===== src/rtl/button_debounce.sv =====
// Push-button front end: two-flop synchroniser, shared debounce prescaler,
// and one debounce FSM per channel producing a clean level plus
// press / release / long-press single-cycle event pulses.
module button_debounce #(
  parameter int N_BTN        = 2,
  parameter int ACTIVE_LOW   = 1,
  parameter int TICK_DIV     = 4096,
  parameter int STABLE_TICKS = 240,
  parameter int LONG_TICKS   = 24414
) (
  input  logic             clk,
  input  logic             rst,
  input  logic [N_BTN-1:0] btn_raw,
  output logic [N_BTN-1:0] btn_level,
  output logic [N_BTN-1:0] btn_press,
  output logic [N_BTN-1:0] btn_release,
  output logic [N_BTN-1:0] btn_long,
  output logic             tick
);

  // state        | meaning
  // S_IDLE       | released, waiting for act=1
  // S_PRESS_WAIT | act=1 seen, counting stable ticks before accepting press
  // S_HELD       | press accepted, counting ticks toward long press
  // S_RELEASE_WAIT | act=0 seen, counting stable ticks before accepting release
  localparam logic [1:0] S_IDLE         = 2'd0;
  localparam logic [1:0] S_PRESS_WAIT   = 2'd1;
  localparam logic [1:0] S_HELD         = 2'd2;
  localparam logic [1:0] S_RELEASE_WAIT = 2'd3;

  localparam int PW      = (TICK_DIV > 1) ? $clog2(TICK_DIV) : 1;
  localparam int CNT_MAX = (LONG_TICKS > STABLE_TICKS) ? LONG_TICKS : STABLE_TICKS;
  localparam int CW      = $clog2(CNT_MAX + 1);

  // Synchroniser idles at the released pin level so reset looks like "not pressed".
  localparam logic [N_BTN-1:0] SYNC_RST = (ACTIVE_LOW != 0) ? {N_BTN{1'b1}} : {N_BTN{1'b0}};

  if (TICK_DIV < 2 || STABLE_TICKS < 1 || LONG_TICKS < 1) begin : g_bad_param
    $error("button_debounce: unsupported parameters (need TICK_DIV>=2, STABLE_TICKS>=1, LONG_TICKS>=1)");
  end

  logic [N_BTN-1:0] sync1_q;
  logic [N_BTN-1:0] sync2_q;
  logic [N_BTN-1:0] act;
  logic [PW-1:0]    pre_q;
  logic [PW-1:0]    pre_d;
  logic             tick_q;

  // Two-flop synchroniser on the raw asynchronous pins.
  always_ff @(posedge clk or posedge rst) begin
    if (rst) begin
      sync1_q <= SYNC_RST;
      sync2_q <= SYNC_RST;
    end else begin
      sync1_q <= btn_raw;
      sync2_q <= sync1_q;
    end
  end

  assign act = (ACTIVE_LOW != 0) ? ~sync2_q : sync2_q;

  // Prescaler next count: 0..TICK_DIV-1 then wrap.
  always_comb begin
    pre_d = pre_q + PW'(1);
    if (pre_q == PW'(TICK_DIV - 1)) begin
      pre_d = '0;
    end
  end

  // Prescaler and registered tick, high exactly while pre_q == TICK_DIV-1.
  always_ff @(posedge clk or posedge rst) begin
    if (rst) begin
      pre_q  <= '0;
      tick_q <= 1'b0;
    end else begin
      pre_q  <= pre_d;
      tick_q <= (pre_d == PW'(TICK_DIV - 1));
    end
  end

  assign tick = tick_q;

  for (genvar c = 0; c < N_BTN; c++) begin : g_ch
    logic [1:0]    state_q, state_d;
    logic [CW-1:0] cnt_q, cnt_d, cnt_inc;
    logic          ld_q, ld_d;
    logic          level_q, level_d;
    logic          press_q, press_d;
    logic          rel_q, rel_d;
    logic          long_q, long_d;

    assign cnt_inc = cnt_q + CW'(1);

    // Debounce FSM next-state and event decode.
    always_comb begin
      state_d = state_q;
      cnt_d   = cnt_q;
      ld_d    = ld_q;
      level_d = level_q;
      press_d = 1'b0;
      rel_d   = 1'b0;
      long_d  = 1'b0;
      case (state_q)
        S_IDLE: begin
          if (act[c]) begin
            state_d = S_PRESS_WAIT;
            cnt_d   = '0;
          end
        end
        S_PRESS_WAIT: begin
          if (!act[c]) begin
            state_d = S_IDLE;
            cnt_d   = '0;
          end else if (tick_q) begin
            if (cnt_inc == CW'(STABLE_TICKS)) begin
              state_d = S_HELD;
              level_d = 1'b1;
              press_d = 1'b1;
              cnt_d   = '0;
            end else begin
              cnt_d = cnt_inc;
            end
          end
        end
        S_HELD: begin
          if (!act[c]) begin
            state_d = S_RELEASE_WAIT;
            cnt_d   = '0;
          end else if (tick_q && (cnt_q != CW'(LONG_TICKS))) begin
            cnt_d = cnt_inc;
            if ((cnt_inc == CW'(LONG_TICKS)) && !ld_q) begin
              long_d = 1'b1;
              ld_d   = 1'b1;
            end
          end
        end
        S_RELEASE_WAIT: begin
          // A bounce back to pressed keeps long_done so the long event cannot re-fire.
          if (act[c]) begin
            state_d = S_HELD;
            cnt_d   = '0;
          end else if (tick_q) begin
            if (cnt_inc == CW'(STABLE_TICKS)) begin
              state_d = S_IDLE;
              level_d = 1'b0;
              rel_d   = 1'b1;
              ld_d    = 1'b0;
              cnt_d   = '0;
            end else begin
              cnt_d = cnt_inc;
            end
          end
        end
        default: begin
          state_d = S_IDLE;
          cnt_d   = '0;
        end
      endcase
    end

    // Channel state and registered outputs.
    always_ff @(posedge clk or posedge rst) begin
      if (rst) begin
        state_q <= S_IDLE;
        cnt_q   <= '0;
        ld_q    <= 1'b0;
        level_q <= 1'b0;
        press_q <= 1'b0;
        rel_q   <= 1'b0;
        long_q  <= 1'b0;
      end else begin
        state_q <= state_d;
        cnt_q   <= cnt_d;
        ld_q    <= ld_d;
        level_q <= level_d;
        press_q <= press_d;
        rel_q   <= rel_d;
        long_q  <= long_d;
      end
    end

    assign btn_level[c]   = level_q;
    assign btn_press[c]   = press_q;
    assign btn_release[c] = rel_q;
    assign btn_long[c]    = long_q;
  end

endmodule

===== config.mk =====
export PLATFORM = sky130hd
export DESIGN_NAME = button_debounce
export DESIGN_NICKNAME = d
export VERILOG_FILES = /design/src/rtl/button_debounce.sv
export SDC_FILE = /design/constraint.sdc
export NUM_CORES = 1
export LEC_CHECK = 0
export ABC_CLOCK_PERIOD_IN_PS = 2200
export BUFFER_PORTS_ARGS = -buffer_cell sky130_fd_sc_hd__buf_2
export CAP_MARGIN = 10
export CELL_PAD_IN_SITES_DETAIL_PLACEMENT = 1
export CELL_PAD_IN_SITES_GLOBAL_PLACEMENT = 1
export CORE_ASPECT_RATIO = 1.2
export CORE_MARGIN = 2
export CORE_UTILIZATION = 30
export DETAILED_ROUTE_END_ITERATION = 10
export GPL_ROUTABILITY_DRIVEN = 1
export PLACE_DENSITY_LB_ADDON = 0.05
export SLEW_MARGIN = 20
export SYNTH_ARGS = -nofsm -noshare
export SYNTH_HDL_FRONTEND = slang
export SYNTH_SLANG_ARGS = --single-unit

===== constraint.sdc =====
create_clock -name clk -period 2.2 [get_ports clk]
set_input_delay 0.22 -clock clk [delete_from_list [all_inputs] [get_ports clk]]
set_output_delay 0.22 -clock clk [all_outputs]
set_load 0.1 [all_outputs]

==> results of run 1 <==
## per-stage QoR
| step | setup WS, ns | setup TNS [ns] |
|---|---|---|
| finish | -0.1450 | -0.9456 |
| global route | -0.2888 | -3.402 |
| CTS | -0.03074 | -0.1018 |
| detailed placement | -0.2187 | -1.905 |
| global placement | -0.2145 | -1.303 |
| floorplan | -0.03552 | -0.03552 |
## worst max-delay path, delay by kind of cell, from the launching register on
family	cells	cell delay [ns]
buffers and inverters	2	0.31
and+or+nand+nor	4	0.78
DFF	1	0.40
adders and majority gates	1	0.16
AOI/OAI and AO/OA	3	0.57
## kinds of logic (layout without fill, tap and decap cells)
kind of cell	count (synthesis)	in the layout	synth area share
and+or+nand+nor	204	204	0.2863
AOI/OAI and AO/OA	108	108	0.1857
DFF	61	61	0.3764
buffers and inverters	49	167	0.06150
xor gates and xnor gates	27	27	0.05812
adders and majority gates	8	8	0.02460
muxes	3	3	0.007380
## layout make-up
| cell class | instances | share of cell area |
|---|---|---|
| Clock buffer | 11 | 0.04115 |
| Multi-Input combinational cell | 350 | 0.4644 |
| Timing Repair Buffer | 133 | 0.1765 |
| Sequential cell | 61 | 0.2620 |
| Inverter | 18 | 0.01188 |
| Tap cell | 168 | 0.03564 |
| Clock inverter | 5 | 0.008485 |
## power by group
group,switching (uW),internal [uW]
Combinational,64.8,31.5
Clock,544,900
Sequential,8.73,1130
## final timing paths
| path | startpoint | endpoint | cells after the start |
|---|---|---|---|
| max in group asynchronous | rst | g_ch[0].cnt_q[13] | 4 |
| hold / removal | sync1_q[0] | sync2_q[0] | 0 |
| min in group asynchronous | rst | g_ch[0].rel_q | 3 |
| setup / recovery | g_ch[1].cnt_q[0] | g_ch[1].cnt_q[6] | 10 |
| setup reg to reg | g_ch[1].cnt_q[0] | g_ch[1].cnt_q[6] | 10 |
| hold reg to reg | sync1_q[0] | sync2_q[0] | 0 |
## per-layer routing
layer  vias up  GRT usage  wire, um
met5         -          0         0
met4         0     0.1056       521
met3        26    0.02927       249
met2        35     0.3395      7279
met1      1907     0.2191      5542
li1       1868          -         -
## sequential cells by signal (all words and copies together), names as in the netlist, named ones only
signal	count
g_ch.cnt_q	30
g_ch.ld_q	2
g_ch.level_q	2
g_ch.long_q	2
g_ch.press_q	2
g_ch.rel_q	2
g_ch.state_q	2
pre_q	12
sync1_q	2
sync2_q	2
tick	1
## what timing repair did
item	4_1_cts	5_1_grt
endpoints found under the setup margin	27	32
hold endpoints to repair	22	0
hold buffers	3	0
pin swaps	16	40
buffers inserted	9	13
resized for setup	40	89
## placed cells by master (no fill, tap or decap), types with 7 or more instances in the layout
cell type,n
buf_4,103
clkbuf_16,9
a31oi_1,9
xnor2_1,15
nand3_1,22
dfrtp_2,11
nand2_1,45
xor2_1,9
nor3_1,7
nand4_1,8
o21ai_0,22
buf_6,14
dfrtp_1,46
a21oi_1,7
buf_2,12
o21ai_1,14
inv_1,16
nor2_1,36
==> results.sh, run 1 <==
export IMPL_outcome="complete, but fails checks"
export IMPL_failed_checks="negative setup slack"
export IMPL_seq_area_sq_um=1545
export IMPL_die_h_um=131.6
export IMPL_io_buffers=12
export IMPL_pin_count=13
export IMPL_crit_path_max_fanout=3
export IMPL_n_antenna_cell=0
export IMPL_cp_arrival_ns=2.57
export IMPL_power_uw=2680
export IMPL_slew_headroom=0.6604
export IMPL_drive_gt1_frac=0.4325
export IMPL_synth_cell_types=70
export IMPL_worst_pin_slew_ns=0.5086
export IMPL_cp_cell_sequence="ha_4 > nand4_4 > buf_6 > or3_4 > a21oi_2 > a211o_1 > nor4b_4 > buf_4 > nor3b_2 > a221o_1"
export IMPL_syn2layout_area_growth_pct=44.96
export IMPL_synth_most_common_cell="dfrtp_1"
export IMPL_place_gp_congestion=0.9397
export IMPL_vias_per_cell=5.142
export IMPL_drc=0
export IMPL_cts_root_buffer="clkbuf_16"
export IMPL_coreArea_sq_um=13240
export IMPL_synthTopCellsByCount="dfrtp_1, nand2_1, nor2_1, o21ai_0, nand3_1"
export IMPL_critPathKind="flip-flop to flip-flop"
export IMPL_drt_pass1_iter_count=4
export IMPL_crit_path_end_kind="flip-flop"
export IMPL_grt_max_degree=24
export IMPL_htree_levels=3
export IMPL_placed_cell_area_sq_um=4910
export IMPL_fin_nets=585
export IMPL_fin_skew_ns=0.005855
export IMPL_synth_warnings=0
export IMPL_setup_viol=16
export IMPL_holdCritPathClass="flip-flop to flip-flop"
export IMPL_chipWidth_um=110.3
export IMPL_cap_violations=0
export IMPL_multiInputGateArea_sq_um=2739
export IMPL_start_util=0.3074
export IMPL_r2r_slack_ns=-0.14
export IMPL_drv_slew=0
export IMPL_startpoint_type="flip-flop"
export IMPL_place_inst=707
export IMPL_grt_first_pass_wirelength_mm=21.45
export IMPL_slowest_stage="dfrtp_2"
export IMPL_yosys_top_cells_area="dfrtp_1, o21ai_0, nand2_1"
export IMPL_min_period_ns=2.345
export IMPL_grt_pass1_vias=4178
export IMPL_fin_cells=746
export IMPL_finalInstanceArea_sq_um=5898
export IMPL_antenna_found_initial=0
export IMPL_power_density_nw_per_um2=454.4
export IMPL_hold_ws_ns=0.3543
export IMPL_synth_fp_nets=472
export IMPL_final_antenna_net_count=0
export IMPL_clk_latency_ns=0.34
export IMPL_grt_total_usage=0.1937
export IMPL_cp_data_required_time_ns=2.42
export IMPL_ir_drop_mv=0.2580
export IMPL_fill_cells=1508
export IMPL_critical_path_max_stage_delay_ns=0.40
export IMPL_vias=3836
export IMPL_finalHoldViolations=0
export IMPL_synth_seq_area_share=0.3764
export IMPL_synth_area_sq_um=4069
export IMPL_synth_top_area_frac=0.3506
export IMPL_wl_mm=13.59
export IMPL_synthFlopType="dfrtp_1"
export IMPL_yosysTopAreaCell="dfrtp_1"
export IMPL_cts_buffers=9
export IMPL_clkSlewWorstSetupHoldPaths_ns=0.06
export IMPL_routedWlPerCell_um=18.22
export IMPL_final_setup_worst_slack_ns=-0.1450
export IMPL_fin_util=0.4456
export IMPL_synth_edff_count=0
export IMPL_overflow=0
export IMPL_cts_tree="built"
export IMPL_fin_crit_sh=1.066
export IMPL_clock_sinks=61
export IMPL_ys_seq_elements=61
export IMPL_avgSynthCellArea_sq_um=8.845
export IMPL_rows=46
export IMPL_drt_iter0_markers=196
export IMPL_rsz0062_at_grt="true"
export IMPL_async_flop_share=1.000
export IMPL_die_area_sq_um=14510
export IMPL_clock_fmax_ghz=0.4264
export IMPL_cts_max_path_buffers=2
export IMPL_syn_inst=460
export IMPL_hpwl_mm=9.989
export IMPL_p_leak_uw=0.002517
No activity file was read; power rests on OpenSTA's default activity.
==> run 2: changes to the inputs <==
--- a/config.mk
+++ b/config.mk
@@ -5,6 +5,7 @@
 export SDC_FILE = /design/constraint.sdc
 export NUM_CORES = 1
 export LEC_CHECK = 0
+export ABC_AREA = 1
 export ABC_CLOCK_PERIOD_IN_PS = 2200
 export BUFFER_PORTS_ARGS = -buffer_cell sky130_fd_sc_hd__buf_2
 export CAP_MARGIN = 10
==> results.sh, run 2 <==
export IMPL_synth_top_family_by_area="simple AND/OR/NAND/NOR gates"
export IMPL_r2r_slack_ns=0.1
export IMPL_grt_first_pass_wirelength_mm=23.45
export IMPL_largest_reg_flops=30
export IMPL_outcome="finished clean"
export IMPL_finalInstanceArea_sq_um=5288
export IMPL_synthTopCellsByCount="nand2_1, inv_1, dfrtp_1, nor2_1, nand3_1"
export IMPL_startpoint_type="flip-flop"
export IMPL_overflow=0
export IMPL_clkSlewWorstSetupHoldPaths_ns=0.06
export IMPL_drv_slew=0
export IMPL_yosysTopAreaCell="dfrtp_1"
export IMPL_r2r_end="g_ch[0].level_q"
export IMPL_synth_area_sq_um=4420
export IMPL_synth_most_common_cell="nand2_1"
export IMPL_synth_warnings=0
export IMPL_start_util=0.3067
export IMPL_final_antenna_net_count=0
export IMPL_cts_max_path_buffers=2
export IMPL_fin_nets=689
export IMPL_power_uw=3985
export IMPL_io_buffers=12
export IMPL_routedWlPerCell_um=17.13
export IMPL_yosys_top_cells_area="dfrtp_1, nand2_1, inv_1"
export IMPL_synthMuxAreaShare=0
export IMPL_synth_edff_count=0
export IMPL_wl_met3_um=320
export IMPL_worstHoldPathCells=0
export IMPL_place_gp_congestion=0.8566
export IMPL_ys_seq_elements=61
export IMPL_final_setup_worst_slack_ns=0.09507
export IMPL_synthSimpleGateAreaFrac=0.4243
export IMPL_rows=48
export IMPL_vias=4301
export IMPL_synth_cell_types=46
export IMPL_placed_cell_area_sq_um=4751
export IMPL_p_sw_uw=1384
export IMPL_layout_commonest_cell="nand2_1"
export IMPL_endpoint="g_ch[0].level_q"
export IMPL_top_layer="met4"
export IMPL_clock_fmax_ghz=0.4751
export IMPL_drc=0
export IMPL_synthAdderAreaFrac=0.02264
export IMPL_synthFlopType="dfrtp_1"
export IMPL_drt_pass1_iter_count=6
export IMPL_min_delay_start="sync1_q[1]"
export IMPL_cp_arrival_ns=2.33
export IMPL_clk_latency_ns=0.34
export IMPL_synthXorXnorAreaFrac=0.01981
export IMPL_slew_headroom=0.6760
export IMPL_chipWidth_um=114.8
export IMPL_syn_inst=639
export IMPL_sw_frac_of_total=0.3472
export IMPL_avgSynthCellArea_sq_um=6.918
export IMPL_antenna_found_initial=0
export IMPL_fin_util=0.3668
export IMPL_drt_iter0_markers=110
export IMPL_critPathKind="flip-flop to flip-flop"
export IMPL_m1WireLength_mm=6.138
export IMPL_cts_buffers=9
export IMPL_vias_per_cell=5.019
export IMPL_coreArea_sq_um=14410
export IMPL_max_flop_register="g_ch.cnt_q"
export IMPL_p_leak_uw=0.002430
export IMPL_holdCritPathClass="flip-flop to flip-flop"
export IMPL_wl_mm=14.68
export IMPL_finalHoldViolations=0
export IMPL_synth_compound_area_share=0.09029
export IMPL_syn2layout_area_growth_pct=19.62
export IMPL_synth_top_area_frac=0.3227
export IMPL_pre_cts_ws_ns=0.01569
export IMPL_power_density_nw_per_um2=753.6
export IMPL_fin_skew_ns=0.005715
export IMPL_min_period_ns=2.105
export IMPL_async_flop_share=1.000
export IMPL_fill_cells=1821
export IMPL_worst_pin_slew_ns=0.4893
export IMPL_drive_gt1_frac=0.1950
export IMPL_cp_data_required_time_ns=2.43
export IMPL_clock_sinks=61
export IMPL_cap_violations=0
export IMPL_combPwrFrac=0.255
export IMPL_route_met2_wl_mm=7.716
export IMPL_p_clk_frac=0.420
export IMPL_top_regs="g_ch.cnt_q x30, pre_q x12"
export IMPL_die_h_um=137.0
export IMPL_crit_path_end_kind="flip-flop"
export IMPL_synth_fp_nets=651
export IMPL_grt_max_degree=62
export IMPL_n_antenna_cell=0
export IMPL_die_area_sq_um=15730
export IMPL_grt_total_usage=0.1961
export IMPL_grt_pass1_vias=4506
export IMPL_r2r_start="g_ch[0].cnt_q[0]"
export IMPL_setup_worst_path_start="g_ch[0].cnt_q[0]"
export IMPL_crit_path_max_fanout=8
export IMPL_seq_power_share=0.324
export IMPL_pin_count=13
export IMPL_hpwl_mm=10.81
export IMPL_ir_drop_mv=0.3396
export IMPL_cts_root_buffer="clkbuf_16"
export IMPL_htree_levels=3
export IMPL_ff2ff_path_depth=11
export IMPL_intPower_uw=2601
export IMPL_fin_crit_sh=0.9568
export IMPL_most_common_layout_cells="nand2_1, inv_1, dfrtp_1, nand3_1, nor2_1"
export IMPL_synth_seq_area_share=0.3464
export IMPL_cts_tree="built"
export IMPL_setup_viol=0
run 2: cell count changes after synthesis, sizes merged, moves of 10 or more:
cell / before / now
nand3: 31 / 57
nor2: 41 / 66
clkbuf: 11 / 1
nand4: 9 / 26
inv: 18 / 82
a31oi: 12 / 2
nand2: 50 / 222
xnor2: 16 / 4
run 2: worst min path at each step:
stage and to:
5_1_grt sync2_q[1], 4_1_cts sync2_q[0], 2_1_floorplan sync1_q[0], 3_5_place_dp g_ch[0].press_q
6_report sync2_q[1], 3_3_place_gp g_ch[1].level_q
run 2: cells by family (layout without fill, tap and decap cells):
| family | after synthesis | count (layout) |
|---|---|---|
| buffers and inverters | 101 | 143 |
| adders and majority gates | 8 | 8 |
| xor gates and xnor gates | 10 | 10 |
| and+or+nand+nor | 394 | 395 |
| AOI/OAI and AO/OA | 65 | 65 |
| DFF | 61 | 61 |
run 2: what timing repair did:
action	4_1_cts	5_1_grt
pin swaps	0	14
hold endpoints to repair	59	0
endpoints found under the setup margin	2	24
setup buffers	0	8
hold buffers	3	0
cloned	0	1
gates resized for setup	1	28
run 2: layout make-up:
type | count | area (sq um) | share of cell area
clock buffer | 13 | 280.3 | 0.05301
clock inverter | 3 | 65.06 | 0.01230
inverter | 84 | 317.8 | 0.06010
multi-input combinational | 478 | 2557 | 0.4837
sequential | 61 | 1535 | 0.2903
tap | 175 | 219.0 | 0.04141
timing repair buffer | 43 | 312.8 | 0.05916
run 2: worst max-delay path, cell delays in order (launching register included):
cell and delay, ns:
dfrtp_1 0.42, ha_4 0.18, nand2_4 0.07, nor2_8 0.19, nand4_1 0.15, nand2_2 0.12, buf_4 0.12, nand3_1 0.07
nor2_1 0.15, nand4_1 0.20, o21ai_1 0.21, o21ai_1 0.09
run 2: layer usage:
metal  vias up  GRT usage
li1       2141          -
met1      2078     0.2211
met2        50     0.3606
met5         -          0
met4         0    0.08300
met3        32    0.03499
run 2: stage by stage:
step	hold slack, ns	TNS [ns]	instances
2_1_floorplan	0.2245	0	639
3_3_place_gp	0.3152	0	829
3_5_place_dp	0.3270	0	829
4_1_cts	0.3585	0	848
5_1_grt	0.3629	-0.07882	857
6_report	0.3524	0	857
run 2: power groups by stage:
stage               logic, uW  registers, uW  clock network (uW)
detailed placement        990           1300                   0
floorplan                 597           1290                   0
finish                   1020           1290                1680
CTS                       998           1280                1740
global placement          991           1300                   0
global route             1120           1310                1780
==> run 3: changes to the inputs <==
--- a/config.mk
+++ b/config.mk
@@ -6,7 +6,7 @@
 export NUM_CORES = 1
 export LEC_CHECK = 0
 export ABC_AREA = 1
-export ABC_CLOCK_PERIOD_IN_PS = 2200
+export ABC_CLOCK_PERIOD_IN_PS = 1950
 export BUFFER_PORTS_ARGS = -buffer_cell sky130_fd_sc_hd__buf_2
 export CAP_MARGIN = 10
 export CELL_PAD_IN_SITES_DETAIL_PLACEMENT = 1
==> constraint.sdc (replaced) <==
create_clock -name clk -period 1.95 [get_ports clk]
set_input_delay 0.195 -clock clk [delete_from_list [all_inputs] [get_ports clk]]
set_output_delay 0.195 -clock clk [all_outputs]
set_load 0.1 [all_outputs]
==> results.sh, run 3 (synthesis gave the netlist of run 2 again) <==
export IMPL_cp_cell_sequence="ha_4 > nand2_4 > nor2_8 > nand4_1 > nand2_1 > buf_6 > nand2_4 > nor2_4 > nand2_2 > nor3_4 > nand3_4 > nand2_1 > nand2_1"
export IMPL_io_buffers=12
export IMPL_ir_drop_mv=0.6660
export IMPL_power_density_nw_per_um2=758.4
export IMPL_drive_gt1_frac=0.3444
export IMPL_vias_per_cell=5.013
export IMPL_chipWidth_um=114.8
export IMPL_p_sw_uw=1773
export IMPL_cts_max_path_buffers=2
export IMPL_intPower_uw=2884
export IMPL_crit_path_max_fanout=8
export IMPL_final_antenna_net_count=0
export IMPL_drc=0
export IMPL_holdCritPathClass="flip-flop to flip-flop"
export IMPL_crit_path_end_kind="flip-flop"
export IMPL_fin_crit_sh=1.051
export IMPL_pin_count=13
export IMPL_clock_fmax_ghz=0.4881
export IMPL_coreArea_sq_um=14410
export IMPL_cts_root_buffer="clkbuf_16"
export IMPL_start_util=0.3067
export IMPL_top_regs="g_ch.cnt_q x30, pre_q x12"
export IMPL_fin_cells=927
export IMPL_power_uw=4657
export IMPL_worstHoldPathCells=0
export IMPL_largest_reg_flops=30
export IMPL_overflow=0
export IMPL_path_delay_family="simple AND/OR/NAND/NOR gates"
export IMPL_antenna_found_initial=0
export IMPL_rsz0062_at_grt="true"
export IMPL_outcome="complete, but fails checks"
export IMPL_place_gp_congestion=0.9009
export IMPL_critical_path_max_stage_delay_ns=0.42
export IMPL_failed_checks="negative setup slack"
export IMPL_wl_mm=16.30
export IMPL_final_setup_worst_slack_ns=-0.09871
export IMPL_fin_skew_ns=0.01327
export IMPL_drv_slew=0
export IMPL_drt_iter0_markers=159
export IMPL_vias=4647
export IMPL_clkSlewWorstSetupHoldPaths_ns=0.05
export IMPL_htree_levels=3
export IMPL_startpoint_type="flip-flop"
export IMPL_max_flop_register="g_ch.cnt_q"
export IMPL_p_clk_frac=0.333
export IMPL_finalHoldViolations=0
export IMPL_clock_sinks=61
export IMPL_combPwrFrac=0.354
export IMPL_cap_violations=0
export IMPL_ff2ff_path_depth=13
export IMPL_rows=48
export IMPL_die_area_sq_um=15730
export IMPL_most_common_layout_cells="nand2_1, buf_4, inv_1, dfrtp_1, nor2_1"
export IMPL_slew_headroom=0.6721
export IMPL_cts_buffers=9
export IMPL_crit_buf_inv=1
export IMPL_grt_total_usage=0.2221
export IMPL_grt_first_pass_wirelength_mm=26.41
export IMPL_cp_num_cells=13
export IMPL_n_antenna_cell=0
export IMPL_grt_max_degree=45
export IMPL_min_period_ns=2.049
export IMPL_routedWlPerCell_um=17.58
export IMPL_p_leak_uw=0.002808
export IMPL_hpwl_mm=11.88
export IMPL_layout_commonest_cell="nand2_1"
export IMPL_cp_common_cell="nand2_1"
export IMPL_drt_pass1_iter_count=4
export IMPL_syn2layout_area_growth_pct=38.92
export IMPL_grt_pass1_vias=5110
export IMPL_slowest_stage="dfrtp_2"
export IMPL_worst_pin_slew_ns=0.4952
export IMPL_place_inst=885
export IMPL_setup_viol=24
export IMPL_critPathKind="flip-flop to flip-flop"
export IMPL_fin_nets=759
export IMPL_sw_frac_of_total=0.3807
export IMPL_cts_tree="built"
export IMPL_cp_arrival_ns=2.28
export IMPL_seq_power_share=0.313
export IMPL_clk_latency_ns=0.35
export IMPL_die_h_um=137.0
export IMPL_cp_data_required_time_ns=2.18
==> run 3: cell types whose count changed in the layout (fill, tap and decap cells not counted), moves of 6 or more <==
cell     delta
buf_4      +57
nand2_1    -20
nand2_2    +14
nand3_1    -11
buf_6      +10
nand3_2     +8
nor2_1      -7
nand2_4     +6
o21ai_0     -6
==> run 3: area by class of cell <==
cell class	count	area, sq um
inverters	84	340.3
repair buffers	112	893.4
multi-input cells	478	2868
well taps	175	219.0
clock buffers	14	264.0
repair inverters	1	6.256
clock inverters	2	10.01
flip-flops and latches	61	1540
fillers	1796	8273
==> run 3: final timing paths <==
check	start	to	slack, ns
min in group asynchronous	rst	g_ch[0].cnt_q[4]	0.42
setup reg to reg	g_ch[0].cnt_q[0]	g_ch[0].cnt_q[7]	-0.1
hold / removal	sync1_q[1]	sync2_q[1]	0.35
hold reg to reg	sync1_q[1]	sync2_q[1]	0.35
setup / recovery	g_ch[0].cnt_q[0]	g_ch[0].cnt_q[7]	-0.1
max in group asynchronous	rst	sync2_q[1]	0.90
==> run 3: layer usage <==
metal | routed length, um | GRT usage
met1 | 6485 | 0.2411
met2 | 9060 | 0.4264
met3 | 324 | 0.03144
met4 | 426 | 0.09304
met5 | 0 | 0
==> run 3: repair_timing <==
item,in CTS,in global routing
pin swaps,17,33
gates resized for setup,57,76
hold endpoints to repair,16,0
endpoints found under the setup margin,35,45
setup buffers,14,8
cloned,2,0
hold buffers,3,0
==> run 3: worst reg2reg max path: stages (launching register included) <==
cell and delay (ns):
dfrtp_2 0.42, ha_4 0.18, nand2_4 0.07, nor2_8 0.17, nand4_1 0.13, nand2_1 0.13, buf_6 0.12, nand2_4 0.05
nor2_4 0.08, nand2_2 0.07, nor3_4 0.21, nand3_4 0.16, nand2_1 0.10, nand2_1 0.05
==> run 3: power by group through the flow <==
stage | combinational [uW] | sequential (uW) | clock [uW]
floorplan | 673 | 1450 | 0
CTS | 1420 | 1450 | 1600
detailed placement | 1280 | 1460 | 0
finish | 1650 | 1460 | 1550
global route | 1810 | 1470 | 1650
global placement | 1270 | 1460 | 0
==> run 3: metrics by stage <==
stage	hold slack (ns)	worst slack [ns]	util	instance area [sq um]	TNS (ns)
after floorplan	0.1995	0.1144	-	4422	0
after global placement	0.2108	-0.1625	0.3597	5185	-1.641
after detailed placement	0.2218	-0.2349	0.3597	5185	-3.113
after CTS	0.3521	-0.09994	0.4035	5816	-0.8847
after global routing	0.3552	-0.2259	0.4260	6141	-5.049
final	0.3482	-0.09871	0.4260	6141	-0.9395
